### src/rtl/ex_mem_stage_buffer.sv
// ex_mem_stage_buffer
//   EX/MEM boundary of the pipelined LEGv8 core. Accepts execute results over a
//   valid/ready handshake and resolves the branch decision when an entry is
//   accepted. It presents one registered entry to the memory stage.
//   A two-entry skid buffer (main + skid) keeps in_ready registered. As a result,
//   a stall on out_ready never reaches the execute stage combinationally.
//
// Optional feature: define EX_MEM_STALL_CNT_EN to add two saturating 32-bit
//   counters, stall_cycles and taken_count. Only reset clears them.
//
// Ports
//   clk, reset_n                 clock, synchronous active-low reset
//   in_valid / in_ready          execute-side handshake (in_ready registered)
//   alu_result, branch_target,
//   zero, store_data, write_reg,
//   ctrl_in                      execute payload; ctrl_in = {uncond_branch,
//                                branch, mem_read, mem_write, mem_to_reg,
//                                reg_write}
//   flush                        drop every buffered entry
//   out_valid / out_ready        memory-side handshake
//   mem_alu_result, mem_store_data,
//   mem_write_reg, mem_ctrl      buffered payload; mem_ctrl = {mem_read,
//                                mem_write, mem_to_reg, reg_write}
//   pc_src, pc_branch_target     branch-taken indication and target
//   stall_cycles, taken_count    (EX_MEM_STALL_CNT_EN only)
module ex_mem_stage_buffer #(
  parameter int WORD_W = 64,
  parameter int REG_W  = 5
) (
  input  logic              clk,
  input  logic              reset_n,
  input  logic              in_valid,
  output logic              in_ready,
  input  logic [WORD_W-1:0] alu_result,
  input  logic [WORD_W-1:0] branch_target,
  input  logic              zero,
  input  logic [WORD_W-1:0] store_data,
  input  logic [REG_W-1:0]  write_reg,
  input  logic [5:0]        ctrl_in,
  input  logic              flush,
  output logic              out_valid,
  input  logic              out_ready,
  output logic [WORD_W-1:0] mem_alu_result,
  output logic [WORD_W-1:0] mem_store_data,
  output logic [REG_W-1:0]  mem_write_reg,
  output logic [3:0]        mem_ctrl,
  output logic              pc_src,
  output logic [WORD_W-1:0] pc_branch_target
`ifdef EX_MEM_STALL_CNT_EN
  ,
  output logic [31:0]       stall_cycles,
  output logic [31:0]       taken_count
`endif
);

  typedef enum logic [1:0] {EMPTY, ONE, TWO} state_t;

  typedef struct packed {
    logic [WORD_W-1:0] alu;
    logic [WORD_W-1:0] target;
    logic [WORD_W-1:0] store;
    logic [REG_W-1:0]  wreg;
    logic [3:0]        ctrl;
    logic              taken;
  } entry_t;

  function automatic logic [31:0] sat_inc(input logic [31:0] v);
    return (v == 32'hFFFF_FFFF) ? v : v + 32'd1;
  endfunction

  state_t state_p1, state_nxt;
  entry_t main_p1, skid_p1;
  entry_t in_entry_p0;
  logic   in_fire, out_fire;
  logic   load_main_in, load_main_skid, load_skid_in;

  // Stage 0: capture the execute result. The branch decision is resolved here.
  // Only the taken bit is kept, so the zero flag is not stored.
  always_comb begin
    in_entry_p0.alu    = alu_result;
    in_entry_p0.target = branch_target;
    in_entry_p0.store  = store_data;
    in_entry_p0.wreg   = write_reg;
    in_entry_p0.ctrl   = ctrl_in[3:0];
    in_entry_p0.taken  = ctrl_in[5] | (ctrl_in[4] & zero);
  end

  assign in_fire  = in_valid & in_ready;
  assign out_fire = out_valid & out_ready;

  always_comb begin
    state_nxt      = state_p1;
    load_main_in   = 1'b0;
    load_main_skid = 1'b0;
    load_skid_in   = 1'b0;
    case (state_p1)
      EMPTY: begin
        if (in_fire) begin
          state_nxt    = ONE;
          load_main_in = 1'b1;
        end
      end
      ONE: begin
        if (in_fire && out_fire) begin
          load_main_in = 1'b1;
        end else if (in_fire) begin
          state_nxt    = TWO;
          load_skid_in = 1'b1;
        end else if (out_fire) begin
          state_nxt    = EMPTY;
        end
      end
      TWO: begin
        // in_ready is low in this state, so only the drain path is possible.
        if (out_fire) begin
          state_nxt      = ONE;
          load_main_skid = 1'b1;
        end
      end
      default: state_nxt = EMPTY;
    endcase
  end

  // Stage 1: main/skid registers and the memory-stage view of the main entry.
  always_ff @(posedge clk) begin
    if (!reset_n) begin
      state_p1 <= EMPTY;
      in_ready <= 1'b0;
      main_p1  <= '0;
      skid_p1  <= '0;
    end else if (flush) begin
      // Payload is left as is. pc_src and out_valid are masked by state.
      state_p1 <= EMPTY;
      in_ready <= 1'b1;
    end else begin
      state_p1 <= state_nxt;
      in_ready <= (state_nxt != TWO);
      if (load_main_in)   main_p1 <= in_entry_p0;
      if (load_main_skid) main_p1 <= skid_p1;
      if (load_skid_in)   skid_p1 <= in_entry_p0;
    end
  end

  assign out_valid        = (state_p1 != EMPTY);
  assign mem_alu_result   = main_p1.alu;
  assign mem_store_data   = main_p1.store;
  assign mem_write_reg    = main_p1.wreg;
  assign mem_ctrl         = main_p1.ctrl;
  assign pc_branch_target = main_p1.target;
  assign pc_src           = out_valid & main_p1.taken;

`ifdef EX_MEM_STALL_CNT_EN
  // Flush does not clear the counters. A transfer out that a flush
  // cancels is not counted.
  always_ff @(posedge clk) begin
    if (!reset_n) begin
      stall_cycles <= '0;
      taken_count  <= '0;
    end else begin
      if (out_valid && !out_ready)
        stall_cycles <= sat_inc(stall_cycles);
      if (out_fire && !flush && main_p1.taken)
        taken_count <= sat_inc(taken_count);
    end
  end
`endif

endmodule

### config.mk
export PLATFORM = sky130hd
export DESIGN_NAME = ex_mem_stage_buffer
export DESIGN_NICKNAME = d
export VERILOG_FILES = /design/src/rtl/ex_mem_stage_buffer.sv
export SDC_FILE = /design/constraint.sdc
export NUM_CORES = 1
export LEC_CHECK = 0
export ABC_CLOCK_PERIOD_IN_PS = 1800
export CELL_PAD_IN_SITES_DETAIL_PLACEMENT = 0
export CELL_PAD_IN_SITES_GLOBAL_PLACEMENT = 1
export CORE_ASPECT_RATIO = 1.5
export CORE_MARGIN = 4
export CORE_UTILIZATION = 34
export DETAILED_ROUTE_END_ITERATION = 12
export PLACE_DENSITY_LB_ADDON = 0.05
export SLEW_MARGIN = 20
export SYNTH_ARGS = -nofsm -noshare
export SYNTH_HDL_FRONTEND = slang
export SYNTH_SLANG_ARGS = --single-unit
### constraint.sdc
create_clock -name clk -period 1.8 [get_ports clk]
set_clock_uncertainty 0.2 [all_clocks]
set_input_delay 0.27 -clock clk [delete_from_list [all_inputs] [get_ports clk]]
set_output_delay 0.27 -clock clk [all_outputs]
set_load 0.02 [all_outputs]
* After elaboration in Yosys (flattened, before gate mapping)
Index checks and enable logic that the tools add are counted.
Storage, ports and cells: register bits 407, input bits 209, output and inout bits 204, word-level logic and storage cells 47
Cells by class: equality and inequality tests 3, muxes and demuxes 16, bitwise logic cells 7, reduce and logical (&&, ||, !) cells 7
Operators with widths (count):
- $mux W202 | 2
- $mux W2 | 5
- $mux W1 | 7
- $pmux W2 S3 | 1
- $and A1 B1 Y1 | 4
- $reduce_and A2 Y1 | 2
- $reduce_bool A2 Y1 | 2
- $eq A2 B1 Y1 const B | 1
- $eq A2 B2 Y1 const B | 1
- $logic_not A2 Y1 | 1
- $ne A2 B2 Y1 const B | 1
- $not A1 Y1 | 2
- $pmux W1 S2 | 1
- $reduce_or A2 Y1 | 1
- $logic_and A1 B1 Y1 | 1
- $or A1 B1 Y1 | 1

* Longest topological paths before layout
Gate-level depths: netlist of the first run.
word-level depth 8, mapped depth 8, depth with buffers taken out 4

* Worst setup path after synthesis of the first run
OpenSTA, ideal clock, no wires.
path kind flip-flop to flip-flop, start reg in_ready, end reg skid_p1[122] (netlist bit), setup time 76 ps, arrival time 1549 ps, data required time 1524 ps, setup slack -25 ps, stages on the path, launching flop included 8, buffers on the path 3, clock period less this slack 1825 ps, cells stage by stage dfxtp_1 > nand2_1 > and3b_1 > clkbuf_1 > buf_2 > buf_2 > nand2_1 > a21boi_0
Between the ends: word-level cells in the longest chain between the ends 5, elaborated cells on any way between the ends 6, classes of those cells 3 x mux; 1 x bitwise; 2 x reduce/logical
RTL lines:
- start: declaration | RTL line 33 | output logic in_ready,
- start signal: assignment | RTL line 137 | in_ready <= (state_nxt != TWO);
- $and A1 B1 Y1 * | RTL line 88 | assign in_fire = in_valid & in_ready;
- $mux W1 or $logic_and A1 B1 Y1 (tied branches) | RTL line 106, 104
- $mux W1 * | RTL line 104 | if (in_fire && out_fire) begin
- $mux W1 * | RTL line 96 | case (state_p1)
- $reduce_and A2 Y1 (no source line) *
- end signal: assignment | RTL line 140 | if (load_skid_in) skid_p1 <= in_entry_p0;
- end: declaration | RTL line 72 | entry_t main_p1, skid_p1;
Mark *: on every way between the ends. The rest lies on a longest branch, timed or not. A chain may end at the register's enable or synchronous reset.

* Worst setup path in the final report of the first run
start reg state_p1[0], end reg main_p1 (netlist bit mem_store_data[56])
Between the ends: word-level cells in the longest chain between the ends 7, elaborated cells on any way between the ends 13, classes of those cells 2 x eq/ne; 5 x mux; 1 x bitwise; 5 x reduce/logical
RTL lines:
- start: declaration | RTL line 71 | state_t state_p1, state_nxt;
- start signal: assignment | RTL line 136 | state_p1 <= state_nxt;
- $reduce_bool A2 Y1 | RTL line 144 | assign out_valid = (state_p1 != EMPTY);
- $and A1 B1 Y1 | RTL line 89 | assign out_fire = out_valid & out_ready;
- $logic_and A1 B1 Y1 | RTL line 104
- $mux W1 | RTL line 104
- $pmux W1 S2 | RTL line 96
- $reduce_bool A2 Y1 (no source line)
- $reduce_and A2 Y1 (no source line)
- end signal: assignment | RTL line 138 | if (load_main_in) main_p1 <= in_entry_p0;
- end signal: assignment | RTL line 139 | if (load_main_skid) main_p1 <= skid_p1;
- end: declaration | RTL line 72
Several ways; a longest one is shown, not always the timed one.

==> summary.md, run 1 <==
| Metric | Value |
|---|---|
| Status | `finished with violations` |
| Violated checks | `negative setup slack` |
| Root Buffer | `clkbuf_16` |
| Met3 GRT Util | `0.0501` |
| Leak | `12.2 nW` |
| Initial DRC count | `613` |
| Final min period | `slightly below 2 ns` |
| Netlist cell types | `28` |
| Initial antenna violation count | `9` |
| Nets | `about 2500` |
| GR Util met1 | `0.241` |
| Die area | `approximately 0.056 mm^2` |
| Vias per cell | `approximately 5` |
| First-pass GRT wire length | `~85000 um` |
| Top Ports | `around 410` |
| CP max FO | `8` |
| Mapped Cells | `between 1500 and 2000` |
| Core Util, Final | `0.531` |
| Share of the cycle needed by the critical path after routing | `1.09` |
| Total power | `approximately 21 mW` |
| Average cell area after synthesis | `8.80 um^2` |
| Biggest register | `skid_p1` |
| Clock latency on the worst-skew pair | `approximately 0.54 ns` |
| Final setup fails | `290` |
| Yosys top cell by area | `dfxtp_1` |
| Top cell type's share of synthesized area | `0.463` |
| CORE AREA | `between 0.05 and 0.06 mm^2` |
| Max reg flops | `just over 200` |
| Final worst slack | `-0.161 ns` |
| CTS tree | `yes` |
| DR WL/cell | `just over 20 um` |
| Register bit total from synthesis | `just over 400` |
| Pwr dens | `around 790 mW/mm^2` |
| CP Data Arrival Time | `2.18 ns` |
| Gp weighted congestion | `approximately 0.77` |
| Vias in the first global route | `roughly 14000` |
| Final TNS setup | `-20.11 ns` |
| Synthesis-to-finish area growth | `53.8%` |
| Worst Tran Pin Value | `between 0.3 and 0.4 ns` |
| Worst vdd ir | `between 0.6 and 0.7 mV` |
| Synthesis warning total | `0` |
| Initial Util | `0.346` |
| GRT met2 Usage | `0.323` |
| # port buffers | `412` |
| EDFF count, synth | `0` |
| Hold Crit Class | `in -> reg` |
| GRT Total Usage | `0.191` |
| Total wire length | `a little over 60000 um` |
| Htree depth | `2` |
| Placement Setup Slack | `-0.497 ns` |
| DP HPWL | `~36000 um` |
| CP required | `around 2.0 ns` |
| Std-Cell Rows | `approximately 100` |
| Initial DRT Pass Iterations | `5` |
| Longest Clk Path Bufs | `3` |
| Primary FF master, synth | `dfxtp_1` |
| Reg2Reg Setup Slack | `-0.16 ns` |
| Max-cap viol count | `0` |
| Synthesized area | `0.0176 mm^2` |
| Dpl cells | `between 2000 and 3000` |
| Overflow after GRT | `0` |
| CP startpoint kind | `register` |
| Post-synth net total | `about 2200` |
| DIE HEIGHT | `approximately 290 um` |
| Most used routing layer in global routing | `met2` |
| Die Wd | `between 150 and 200 um` |
| Clock Sinks | `slightly above 400` |
| Share of flip-flops with an asynchronous set or reset | `0` |
| Hold Vio Cnt, Final | `0` |
| Sequential fraction of the synthesis area | `0.463` |
| Final std cells w/o fill | `roughly 3000` |
| Num CTS Buffers | `between 40 and 50` |
| Setup CP Type | `reg -> reg` |
| Max transition margin | `0.748` |
| ANT nets after route | `0` |
| Largest net degree at the start of global routing | `64` |
| Fraction of layout cells with a size suffix above 1 | `0.241` |
| Post-route DRC | `0` |
| RSZ-0062 raised after global routing | `yes` |
| Max Freq | `between 500 and 600 MHz` |
| CTS clock-pin slew for the worst setup and hold paths | `0.07 ns` |
| Fin. max-slew vios | `0` |
| Critical path capture point type | `register` |
| Vias | `~15000` |
| Synth area leaders | `dfxtp_1 (46%), mux2i_1 (11%), nand2_1 (8.7%), buf_4 (8.7%), a21boi_0 (8.6%)` |
| Fillers | `4681` |
-- area by class of cell --
type / instances / area [um^2] / area share
Multi-Input combinational cell: 1233 / 8610 / 0.318
Clock buffer: 64 / 1300 / 0.0479
Clock inverter: 12 / 191 / 0.00707
Timing Repair Buffer: 636 / 7960 / 0.294
Sequential cell: 407 / 8160 / 0.301
Tap cell: 669 / 837 / 0.0309
Antenna cell: 5 / 12.5 / 0.000462
-- where the power goes --
part	internal (mW)	switching (mW)	total [mW]	leakage [nW]
clock network	5.70	3.73	9.43	0.732
logic	1.32	1.28	2.60	8.16
registers	9.27	0.164	9.43	3.31
-- kinds of logic after synthesis --
group / synth area share
AOI/OAI and AO/OA: 0.205
buffers and inverters: 0.126
DFF: 0.463
muxes: 0.115
and+or+nand+nor: 0.0919
-- critical path: stages (launching register included) --
cell and delay (ns):
dfxtp_4 0.36, and2b_2 0.23, o32ai_4 0.30, buf_6 0.17, buf_12 0.13, buf_12 0.14
buf_12 0.11, clkbuf_16 0.15, a21oi_1 0.06
-- worst paths after layout --
| path | startpoint | cells after the start | endpoint |
|---|---|---|---|
| max | state_p1[0] | 8 | mem_store_data[56] |
| min | alu_result[11] | 3 | skid_p1[149] |
| max reg2reg | state_p1[0] | 8 | mem_store_data[56] |
| min reg2reg | skid_p1[19] | 2 | skid_p1[19] |
-- synthesized netlist by cell type (2+ instances only) --
cell / n
and3b_1: 2
buf_4: 203
and2_1: 2
mux2i_1: 202
a21oi_1: 202
buf_2: 80
dfxtp_1: 407
o21ai_0: 202
a21boi_0: 201
nand2_1: 407
clkbuf_1: 62
buf_1: 13
-- placed cells by master, fill, tap and decap left out, drive strengths merged, types with 5 or more instances in the layout --
master and count:
nand2 407, bufinv 5, buf 187, dfxtp 407
dlygate4sd2 188, clkdlybuf4s15 13, clkdlybuf4s50 207, clkbuf 103
diode 5, a21oi 202, a21boi 201, clkinv 5
o21ai 202, mux2i 202
-- through the flow --
stage	hold WS [ns]	instance area, um^2
after CTS	0.0827	24500
after detailed placement	0.255	21800
after floorplan	0.215	17600
after global placement	0.248	21800
after global routing	0.103	27100
final	0.103	27100
-- routing by layer --
layer,vias to the layer above,routed length (um),share of wire
li1,7264,-,-
met1,7140,25400,0.41
met2,381,30600,0.50
met3,99,3810,0.062
met4,6,1540,0.025
met5,-,42,0.00068
-- timing repair --
| action | CTS | global route |
|---|---|---|
| pin swaps | 10 | 176 |
| hold endpoints to repair | 36 | 0 |
| setup endpoints to repair | 573 | 410 |
| hold buffers | 1 | 0 |
| buffers inserted | 30 | 41 |
| resized for setup | 373 | 649 |
| gates cloned | 28 | 44 |
No activity file was read; power rests on OpenSTA's default activity.
==> run 2, diff against run 1 <==
--- a/config.mk
+++ b/config.mk
@@ -6,6 +6,7 @@
 export NUM_CORES = 1
 export LEC_CHECK = 0
 export ABC_CLOCK_PERIOD_IN_PS = 1800
+export CAP_MARGIN = 20
 export CELL_PAD_IN_SITES_DETAIL_PLACEMENT = 0
 export CELL_PAD_IN_SITES_GLOBAL_PLACEMENT = 1
 export CORE_ASPECT_RATIO = 1.5
==> results of run 2 <==
The final DEF is identical to that of run 1; final timing and power are the same.
==> run 3, diff against run 2 <==
--- a/config.mk
+++ b/config.mk
@@ -5,11 +5,11 @@
 export SDC_FILE = /design/constraint.sdc
 export NUM_CORES = 1
 export LEC_CHECK = 0
-export ABC_CLOCK_PERIOD_IN_PS = 1800
+export ABC_CLOCK_PERIOD_IN_PS = 1700
 export CAP_MARGIN = 20
 export CELL_PAD_IN_SITES_DETAIL_PLACEMENT = 0
 export CELL_PAD_IN_SITES_GLOBAL_PLACEMENT = 1
-export CORE_ASPECT_RATIO = 1.5
+export CORE_ASPECT_RATIO = 1.1
 export CORE_MARGIN = 4
 export CORE_UTILIZATION = 34
 export DETAILED_ROUTE_END_ITERATION = 12
==> constraint.sdc (replaced) <==
create_clock -name clk -period 1.7 [get_ports clk]
set_clock_uncertainty 0.2 [all_clocks]
set_input_delay 0.255 -clock clk [delete_from_list [all_inputs] [get_ports clk]]
set_output_delay 0.255 -clock clk [all_outputs]
set_load 0.02 [all_outputs]
==> summary.md, run 3 (synthesis results as in run 1) <==
| Metric | Value |
|---|---|
| ANT nets after route | `0 (unchanged)` |
| Worst Tran Pin Value | `0.479 ns (was 0.378 ns)` |
| CP Data Arrival Time | `2.19 ns (was 2.18 ns)` |
| CP max stage cell | `dfxtp_2 (was dfxtp_4)` |
| Num CTS Buffers | `48 (was 43)` |
| Htree depth | `2 (unchanged)` |
| Max Freq | `517 MHz (was 510 MHz)` |
| Crit-path cells | `or2_1 -> o32ai_4 -> buf_6 -> buf_12 -> buf_8 -> bufbuf_16 -> a21oi_1 (was and2b_2 -> o32ai_4 -> buf_6 -> buf_12 -> buf_12 -> buf_12 -> clkbuf_16 -> a21oi_1)` |
| Die Wd | `225 um (was 194 um)` |
| Initial Util | `0.343 (was 0.346)` |
| Reg power frac | `0.437 (was 0.440)` |
| Power share of the clock group | `0.457 (was 0.439)` |
| Most frequent cells in the layout | `dfxtp_1 (402), nand2_1 (392), clkdlybuf4s50_1 (207) (was dfxtp_1 (404), nand2_1 (324), clkdlybuf4s50_1 (207))` |
| Post-place instance area | `0.0217 mm^2 (was 0.0218 mm^2)` |
| Vias per cell | `4.80 (was 4.92)` |
| Top Ports | `413 (unchanged)` |
| Fillers | `4896 (was 4681)` |
| Pwr dens | `936 mW/mm^2 (was 793 mW/mm^2)` |
| Placement Setup Slack | `-0.592 ns (was -0.497 ns)` |
| RR Startpoint | `state_p1[1] (was state_p1[0])` |
| Crit path max-delay family | `buffers and inverters (unchanged)` |
| Max transition margin | `0.681 (was 0.748)` |
| Overflow after GRT | `0 (unchanged)` |
| Setup CP Type | `reg -> reg (unchanged)` |
| GRT Total Usage | `0.185 (was 0.191)` |
| Final min period | `1.94 ns (was 1.96 ns)` |
| CTS tree | `yes (unchanged)` |
| Initial DRT Pass Iterations | `4 (was 5)` |
| Worst reg2reg endpoint | `mem_store_data[12] (was mem_store_data[56])` |
| Reg2Reg Setup Slack | `-0.24 ns (was -0.16 ns)` |
| Fraction of layout cells with a size suffix above 1 | `0.199 (was 0.241)` |
| CP required | `1.96 ns (was 2.02 ns)` |
| Nets | `2451 (was 2530)` |
| Net switching power | `5.40 mW (was 5.18 mW)` |
| Max-cap viol count | `0 (unchanged)` |
| Largest net degree at the start of global routing | `83 (was 64)` |
| Clock Sinks | `407 (unchanged)` |
| Switching share of total power | `0.236 (was 0.241)` |
| Vias | `14124 (was 14890)` |
| CORE AREA | `0.0513 mm^2 (was 0.0509 mm^2)` |
| DIE HEIGHT | `247 um (was 287 um)` |
| Critical path capture point type | `register (unchanged)` |
| Max incr delay on CP | `0.33 ns (was 0.36 ns)` |
| WP depth | `7 (was 8)` |
| Hold Crit Class | `in -> reg (unchanged)` |
| Worst vdd ir | `0.830 mV (was 0.626 mV)` |
| Final instance area | `0.0244 mm^2 (was 0.0271 mm^2)` |
| Synthesis-to-finish area growth | `38.9% (was 53.8%)` |
| P_int | `17.5 mW (was 16.3 mW)` |
| Total wire length | `56000 um (was 61400 um)` |
| Clock latency on the worst-skew pair | `0.57 ns (was 0.54 ns)` |
| Post-route DRC | `0 (unchanged)` |
| CTS clock-pin slew for the worst setup and hold paths | `0.06 ns (was 0.07 ns)` |
| Fin. max-slew vios | `0 (unchanged)` |
| Longest Clk Path Bufs | `3 (unchanged)` |
| Biggest register | `skid_p1 (unchanged)` |
| Final worst slack | `-0.235 ns (was -0.161 ns)` |
| RSZ-0062 raised after global routing | `yes (unchanged)` |
| Status | `finished with violations (unchanged)` |
| Vias in the first global route | `13702 (was 14138)` |
| Initial antenna violation count | `9 (unchanged)` |
| Setup crit end | `mem_store_data[12] (was mem_store_data[56])` |
| Max reg flops | `202 (unchanged)` |
| Worst Reg-to-Reg Cells | `7 (was 8)` |
| First-pass GRT wire length | `81300 um (was 85300 um)` |
| Std-Cell Rows | `87 (was 101)` |
| Final setup fails | `401 (was 290)` |
| CP startpoint kind | `register (unchanged)` |
| DR WL/cell | `19.0 um (was 20.3 um)` |
| Initial DRC count | `611 (was 613)` |
| CP max FO | `10 (was 8)` |
| Hold Vio Cnt, Final | `0 (unchanged)` |
| # port buffers | `412 (unchanged)` |
| Total power | `22.9 mW (was 21.5 mW)` |
| Leak | `10.5 nW (was 12.2 nW)` |
| DP HPWL | `36400 um (was 36200 um)` |
| Gp weighted congestion | `0.741 (was 0.768)` |
| Combinational cell fraction of total power | `0.106 (was 0.121)` |
| Root Buffer | `clkbuf_16 (unchanged)` |
| Violated checks | `negative setup slack (unchanged)` |
| Commonest non-fill, non-tap cell in the layout | `dfxtp_1 (unchanged)` |
| CP startpoint | `state_p1[1] (was state_p1[0])` |
| Share of the cycle needed by the critical path after routing | `1.14 (was 1.09)` |
| CP bufs+invs | `4 (was 5)` |
| Die area | `0.0555 mm^2 (about the same)` |
==> run 3: cell types whose count changed in the layout (fill, tap and decap cells not counted), sizes merged <==
cell,change
clkinvlp,-1
bufinv,-1
inv,+1
clkdlybuf4s15,+126
bufbuf,+1
clkbuf,-17
diode,-2
clkinv,+1
dlygate4sd2,-188
==> run 3: worst min-delay path: cells and delay by family <==
family                 cells  cell delay (ns)
AO/OA/AOI/OAI              1             0.06
buffers and inverters      1             0.41
AND/OR/NAND/NOR            1             0.06
==> run 3: power by group through the flow <==
stage / combinational (mW) / sequential (mW) / clock (mW)
detailed placement: 2.39 / 10.2 / 0
global route: 2.60 / 10.0 / 11.2
global placement: 2.38 / 10.2 / 0
floorplan: 1.33 / 10.1 / 0
CTS: 2.37 / 9.99 / 10.8
finish: 2.42 / 9.99 / 10.4
==> run 3: cell type report <==
class | count | area (um^2) | area share
Sequential cell | 407 | 8150 | 0.334
Multi-Input combinational cell | 1233 | 7440 | 0.304
Timing Repair Buffer | 552 | 6400 | 0.262
Clock buffer | 70 | 1440 | 0.0587
Tap cell | 667 | 835 | 0.0342
Clock inverter | 12 | 168 | 0.00686
Antenna cell | 3 | 7.51 | 0.000307
==> run 3: timing repair <==
item / in CTS / in global routing
cloned: 9 / 17
hold buffers: 1 / 0
pin swaps: 4 / 27
endpoints found under the setup margin: 607 / 451
endpoints found under the hold margin: 95 / 0
buffers inserted: 11 / 9
resized for setup: 759 / 83
==> run 3: worst min-delay path by stage <==
| stage | slack, ns | depth (start not counted) | startpoint | endpoint |
|---|---|---|---|---|
| after floorplan | 0.20 | 2 | branch_target[26] | skid_p1[100] |
| after global placement | 0.25 | 2 | skid_p1[175] | skid_p1[175] |
| after detailed placement | 0.25 | 2 | skid_p1[51] | skid_p1[51] |
| after CTS | 0.02 | 3 | store_data[61] | skid_p1[71] |
| after global routing | 0.04 | 3 | branch_target[20] | skid_p1[94] |
| final | 0.06 | 3 | store_data[61] | skid_p1[71] |
==> run 3: through the flow <==
step                      instances  TNS (ns)  hold slack (ns)  utilization
final                          2944    -45.13           0.0552        0.477
after global placement         2812   -195.52            0.247        0.424
after floorplan                1999    -11.04            0.200            -
after detailed placement       2812   -203.90            0.255        0.424
after CTS                      2915    -44.13           0.0202        0.461
after global routing           2941    -85.22           0.0393        0.476
==> run 3: metal layers <==
layer  GRT usage  wire (um)  vias to the layer above
met5           0         96                        -
met4      0.0611       1580                       12
met3      0.0536       3590                       92
met2       0.293      26000                      315
met1       0.243      24700                     6614
li1            -          -                     7091
